[src/rtl/shape_sequence_ctrl.sv]
// Button sequencer: debounces btnU/btnD and steps a wrapping shape index that reaches the display only at frame_start.
// Step latency is 2 + DEBOUNCE_CYCLES; no backpressure. Optional auto-repeat via `AUTO_REPEAT_EN.
module shape_sequence_ctrl #(
   parameter int DEBOUNCE_CYCLES = 20_000_000,
   parameter int NUM_STATES      = 8,
   parameter int IDX_W           = 3,
   parameter int REPEAT_DELAY    = 50_000_000,
   parameter int REPEAT_PERIOD   = 25_000_000
) (
   input  logic             clk,
   input  logic             rst,
   input  logic             btnU,
   input  logic             btnD,
   input  logic             frame_start,
   output logic [IDX_W-1:0] shape_idx,
   output logic [IDX_W-1:0] pending_idx,
   output logic             doughnut_sel,
   output logic             step_pulse,
   output logic             update_pend
);

   localparam int CNT_W = $clog2(DEBOUNCE_CYCLES + 1);
   localparam logic [IDX_W-1:0] IDX_MAX = IDX_W'(NUM_STATES - 1);

   if (((1 << IDX_W) < NUM_STATES) || (DEBOUNCE_CYCLES < 2) ||
       (REPEAT_DELAY < 1) || (REPEAT_PERIOD < 1)) begin : g_cfg_err
      $error("shape_sequence_ctrl: illegal parameter combination");
   end

   typedef enum logic [1:0] {IDLE, QUAL, HELD, BLOCKED} state_t;

   state_t           state, state_nx;
   logic             u_meta, u, d_meta, d;
   logic [1:0]       sync_fill;
   logic             armed, armed_nx;
   logic             dir_up, dir_up_nx;
   logic [CNT_W-1:0] cnt, cnt_nx, cnt_inc;
   logic             step, step_up;
   logic             own_btn, other_btn;

   assign cnt_inc   = cnt + CNT_W'(1);
   assign own_btn   = dir_up ? u : d;
   assign other_btn = dir_up ? d : u;

`ifdef AUTO_REPEAT_EN
   localparam int REP_W = $clog2(((REPEAT_DELAY > REPEAT_PERIOD) ? REPEAT_DELAY : REPEAT_PERIOD) + 1);
   logic [REP_W-1:0] rep_cnt, rep_cnt_nx, rep_inc, rep_lim;
   logic             rep_after, rep_after_nx;

   assign rep_inc = rep_cnt + REP_W'(1);
   assign rep_lim = rep_after ? REP_W'(REPEAT_PERIOD) : REP_W'(REPEAT_DELAY);

   always_ff @(posedge clk) begin
      if (rst) begin
         rep_cnt   <= '0;
         rep_after <= 1'b0;
      end else begin
         rep_cnt   <= rep_cnt_nx;
         rep_after <= rep_after_nx;
      end
   end
`endif

   always_comb begin
      state_nx  = state;
      cnt_nx    = cnt;
      armed_nx  = armed;
      dir_up_nx = dir_up;
      step      = 1'b0;
      step_up   = dir_up;
`ifdef AUTO_REPEAT_EN
      rep_cnt_nx   = rep_cnt;
      rep_after_nx = rep_after;
`endif
      case (state)
         IDLE: begin
            cnt_nx = '0;
            // After reset a button must be seen released before any press counts.
            if (!armed) begin
               if (sync_fill[1] && !u && !d) armed_nx = 1'b1;
            end else if (u && d) begin
               state_nx = BLOCKED;
            end else if (u ^ d) begin
               state_nx  = QUAL;
               dir_up_nx = u;
            end
         end
         QUAL: begin
            if (!own_btn || other_btn) begin
               state_nx = IDLE;
               cnt_nx   = '0;
            end else if (cnt_inc == CNT_W'(DEBOUNCE_CYCLES - 1)) begin
               step     = 1'b1;
               state_nx = HELD;
               cnt_nx   = '0;
`ifdef AUTO_REPEAT_EN
               rep_cnt_nx   = '0;
               rep_after_nx = 1'b0;
`endif
            end else begin
               cnt_nx = cnt_inc;
            end
         end
         HELD, BLOCKED: begin
            if (u || d)
               cnt_nx = '0;
            else if (cnt_inc == CNT_W'(DEBOUNCE_CYCLES))
               state_nx = IDLE;
            else
               cnt_nx = cnt_inc;
`ifdef AUTO_REPEAT_EN
            if (state == HELD) begin
               if (other_btn) begin
                  state_nx     = BLOCKED;
                  cnt_nx       = '0;
                  rep_cnt_nx   = '0;
                  rep_after_nx = 1'b0;
               end else if (own_btn) begin
                  if (rep_inc == rep_lim) begin
                     step         = 1'b1;
                     rep_cnt_nx   = '0;
                     rep_after_nx = 1'b1;
                  end else begin
                     rep_cnt_nx = rep_inc;
                  end
               end else begin
                  rep_cnt_nx   = '0;
                  rep_after_nx = 1'b0;
               end
            end
`endif
         end
         default: state_nx = IDLE;
      endcase
   end

   always_ff @(posedge clk) begin
      if (rst) begin
         u_meta       <= 1'b0;
         u            <= 1'b0;
         d_meta       <= 1'b0;
         d            <= 1'b0;
         sync_fill    <= '0;
         armed        <= 1'b0;
         state        <= IDLE;
         cnt          <= '0;
         dir_up       <= 1'b0;
         step_pulse   <= 1'b0;
         pending_idx  <= '0;
         shape_idx    <= '0;
         doughnut_sel <= 1'b0;
      end else begin
         u_meta     <= btnU;
         u          <= u_meta;
         d_meta     <= btnD;
         d          <= d_meta;
         sync_fill  <= {sync_fill[0], 1'b1};
         armed      <= armed_nx;
         state      <= state_nx;
         cnt        <= cnt_nx;
         dir_up     <= dir_up_nx;
         step_pulse <= step;
         if (step) begin
            if (step_up)
               pending_idx <= (pending_idx == IDX_MAX) ? '0 : pending_idx + IDX_W'(1);
            else
               pending_idx <= (pending_idx == '0) ? IDX_MAX : pending_idx - IDX_W'(1);
         end
         // Pre-step pending value is taken when a step lands on the frame edge.
         if (frame_start) shape_idx <= pending_idx;
         doughnut_sel <= (32'(shape_idx) >= 32'd4) && (32'(shape_idx) <= 32'd6);
      end
   end

   assign update_pend = (pending_idx != shape_idx);

endmodule

[config.mk]
export PLATFORM = sky130hd
export DESIGN_NAME = shape_sequence_ctrl
export DESIGN_NICKNAME = d
export VERILOG_FILES = /design/src/rtl/shape_sequence_ctrl.sv
export SDC_FILE = /design/constraint.sdc
export NUM_CORES = 1
export LEC_CHECK = 0
export ABC_AREA = 1
export BUFFER_PORTS_ARGS = -buffer_cell sky130_fd_sc_hd__buf_2
export CORE_UTILIZATION = 65
export CTS_CLUSTER_DIAMETER = 200
export DETAILED_ROUTE_END_ITERATION = 6
export GPL_TIMING_DRIVEN = 0
export PLACE_DENSITY = 0.84
export SLEW_MARGIN = 30
export SYNTH_ARGS = -nofsm -noshare
export SYNTH_HDL_FRONTEND = slang
export SYNTH_SLANG_ARGS = --single-unit
[constraint.sdc]
create_clock -name clk -period 3.3 [get_ports clk]
set_clock_uncertainty 0.05 [all_clocks]
set_input_delay 0 -clock clk [delete_from_list [all_inputs] [get_ports clk]]
set_output_delay 0 -clock clk [all_outputs]
set_load 0.03 [all_outputs]
==> flow_summary_export.csv <==
group,metric,value,unit
synthesis,synth_seq_cells,43,
critical_path,end_kind,"register",
synthesis,synth_top_family_by_area,"simple AND/OR/NAND/NOR gates",
placed_design,dp_hpwl,4.500,mm
synthesis,syn_area,0.002589,mm^2
sta,period_share,82.07,%
synthesis,synth-edff-count,0,
sta,worst_pin_slew,0.6399,ns
clocking,cts_sinks,43,
clocking,cts_tree,"yes",
clocking,htreeDepth,2,
cells_and_area,diodes,0,
sta,hold_viol,0,
cells_and_area,nets,435,
floorplan,start_util,69.15,%
synthesis,synthXorXnorAreaFrac,1.692,%
critical_path,worst_path_max_delay_cell,"dfxtp_1",
global_route,grt_start_max_net_pins,15,
power,p_switching,235.2,uW
detailed_routing,wirelength,6.231,mm
floorplan,rows,22,
power,power_frac_seq,51.7,%
detailed_routing,vias,2626,
critical_path,critical_path_arrival,2.85,ns
floorplan,die_h,65.11,um
sta,rsz0062_at_grt,"false",
synthesis,synth.avg_cell_area,6.488,um^2
synthesis,synth-simple-area-share,44.37,%
synthesis,synth_compound_area_share,8.072,%
cells_and_area,fin_cells,470,
sta,max_slew_margin,57.34,%
critical_path,r2r_setup_slack,0.59,ns
flow_run,maxCapViolCount,0,
clocking,numCtsBuffers,5,
cells_and_area,fillerInstances,323,
detailed_routing,post_drt_wl_per_cell,13.26,um
power,p_int,791.1,uW
critical_path,path_buf_inv,1,
synthesis,synth_mux_area_share,0,%
floorplan,die-area,0.004239,mm^2
clocking,post-cts-setup-buffers,0,
synthesis,ys_types,29,
placed_design,gp_congestion,0.9051,
floorplan,die_x,65.11,um
synthesis,async_flop_share,0,%
critical_path,cp_max_fo,9,
power,irDropWorstVdd,0.3465,mV
detailed_routing,antenna_left,0,
global_route,overflow,0,
clocking,root_buffer,"clkbuf_8",
critical_path,cp.required,3.44,ns
floorplan,core,0.003744,mm^2
clocking,clkTransAtPathRegs,0.08,ns
status,status,"finished, final reports clean",
critical_path,critPathKind,"register to register",
critical_path,crit_chain,"ha_1 -> nand2_2 -> nor2_4 -> nand2_2 -> nor2_4 -> nand4_1 -> nand2_1 -> nand3_1 -> nor2_2 -> nand3_1 -> inv_1 -> nand2_2 -> o21ai_0 -> a21oi_1",
power,combPwrFrac,4.9,%
global_route,antenna_found_initial,0,
synthesis,syn-instance-count,399,
synthesis,synthAdderAreaFrac,4.350,%
global_route,grt_pass1_wl,10.29,mm
sta,min_period,2.708,ns
sta,fmax,0.3692,GHz
critical_path,startpoint_type,"register",
global_route,grt_pass1_vias,2322,
synthesis,ys_warn_count,0,
sta,drv_slew,0,
power,clkPwrFrac,43.3,%
power,p_leak,1.109,nW
synthesis,yosysSeqAreaShare,33.25,%
floorplan,pin_count,14,
detailed_routing,dr.first_iter.drc_count,207,
placed_design,placedCellCount,459,
detailed_routing,dr.pass1.iters,5,
sta,setup_viol,0,
clocking,cts_buffer_depth,2,
critical_path,critPathTopFamily,"simple AND/OR/NAND/NOR gates",
power,power_density,358.8,mW/mm^2
global_route,grt_usage,31.67,%
synthesis,syn-num-nets,413,
sta,tns,0,ns
critical_path,slowest_delay,0.46,ns
synthesis,synthFlopType,"dfxtp_1",
cells_and_area,area_delta_synth_final,10.49,%
critical_path,crit_top_cell,"nand2_2",
placed_design,io_buffers,12,
hold_path,hold_path_class,"input pin to register",
cells_and_area,layout-drive-gt1-share,10.19,%
detailed_routing,remaining_drc_errors,0,
cells_and_area,fin_util,76.40,%
clocking,clock_latency,0.31,ns
power,switching_share,22.92,%
detailed_routing,avgViaCountPerCell,5.587,
-- cells in the mapped netlist, types with 3 or more instances --
library cell	number	share of area, %
nor2_1	56	8.1
inv_1	44	6.4
xnor2_1	5	1.7
nor2_4	4	1.7
nor3b_1	4	1.2
nand2_2	7	1.7
nand3b_1	3	0.87
nand4_1	14	3.4
nand3_1	35	6.8
o21ai_0	15	2.9
nor2_2	5	1.2
dfxtp_1	43	33
and3_1	5	1.2
clkbuf_1	6	0.87
a21oi_1	20	3.9
nand2_1	108	16
ha_1	9	4.4
-- per-stage QoR --
stage / hold slack [ns] / worst slack (ns) / total power, mW / instance area, um^2
CTS: 0.06800 / 0.6151 / 1.023 / 2860
global placement: 0.1518 / 0.7553 / 0.5888 / 2709
detailed placement: 0.1582 / 0.6638 / 0.5902 / 2709
floorplan: 0.04000 / 1.132 / 0.5742 / 2589
global route: 0.1083 / 0.3195 / 1.049 / 2860
finish: 0.07836 / 0.5918 / 1.026 / 2860
-- path summary, 6_finish.rpt --
check                           startpoint        to  depth (start not counted)
worst max register to register      cnt[0]    cnt[0]                         14
worst max-delay path                cnt[0]    cnt[0]                         14
worst min-delay path                   rst  state[1]                          2
worst min register to register      u_meta         u                          2
-- cells in the final DEF, fill, tap and decap left out, types with 2 or more instances in the layout --
cell | Yosys | final
nor2_1 | 56 | 56
inv_1 | 44 | 44
and3_1 | 5 | 5
nand2_1 | 108 | 108
and2_1 | 2 | 2
ha_1 | 9 | 9
nor2_4 | 4 | 4
a21oi_1 | 20 | 20
nand2_4 | 2 | 2
nor2_2 | 5 | 5
nand3_2 | 2 | 2
buf_6 | 2 | 2
dlygate4sd3_1 | 0 | 3
dfxtp_1 | 43 | 43
clkbuf_1 | 6 | 6
o21ai_0 | 15 | 15
xnor2_1 | 5 | 5
nand3_1 | 35 | 35
nand2_2 | 7 | 7
nor3b_1 | 4 | 4
nand3b_1 | 3 | 3
buf_2 | 0 | 12
nand4_1 | 14 | 14
clkbuf_8 | 0 | 6
-- routing by layer --
| layer | global-route usage [%] | vias up | wire [um] |
|---|---|---|---|
| li1 | - | 1322 | - |
| met1 | 40.76 | 1200 | 2883 |
| met2 | 52.73 | 95 | 2909 |
| met3 | 6.076 | 9 | 349 |
| met4 | 11.14 | 0 | 89 |
| met5 | 0 | - | 0 |
-- cell type report --
cell class / count / area, um^2 / area share, %
plain buffers: 8 / 45.04 / 1.575
clock buffers: 6 / 82.58 / 2.887
clock inverters: 2 / 38.79 / 1.356
inverters: 45 / 168.9 / 5.906
multi-input cells: 303 / 1514 / 52.93
flip-flops and latches: 43 / 860.8 / 30.10
well taps: 48 / 60.06 / 2.100
repair buffers: 15 / 90.09 / 3.150
-- power by group through the flow --
stage	combinational, mW	sequential [mW]	clock (mW)
floorplan	0.0276	0.547	0
global placement	0.0459	0.543	0
detailed placement	0.0470	0.543	0
CTS	0.0500	0.531	0.442
global route	0.0557	0.532	0.461
finish	0.0505	0.531	0.445
-- worst reg2reg max path, stage by stage, from the launching register on --
cell	delay (ns)
dfxtp_1	0.46
ha_1	0.32
nand2_2	0.12
nor2_4	0.18
nand2_2	0.12
nor2_4	0.21
nand4_1	0.12
nand2_1	0.11
nand3_1	0.11
nor2_2	0.18
nand3_1	0.13
inv_1	0.14
nand2_2	0.10
o21ai_0	0.19
a21oi_1	0.06
-- registers in the layout, summed over array words and instances (netlist names) --
signal / count
d_meta: 1
u: 1
d: 1
sync_fill: 2
step_pulse: 1
shape_idx: 3
doughnut_sel: 1
state: 2
dir_up: 1
pending_idx: 3
cnt: 25
u_meta: 1
armed: 1
-- kinds of logic after synthesis --
| kind of cell | after synthesis |
|---|---|
| compound gates | 40 |
| xor+xnor | 5 |
| fa+ha+maj | 9 |
| buf+inv | 53 |
| flops | 43 |
| simple gates | 249 |
-- repair_timing --
action / in CTS / in global routing
gates resized for setup: 0 / 0
hold buffers: 3 / 0
hold endpoints to repair: 5 / 0
Note: power is estimated with default switching activity, not from simulation.
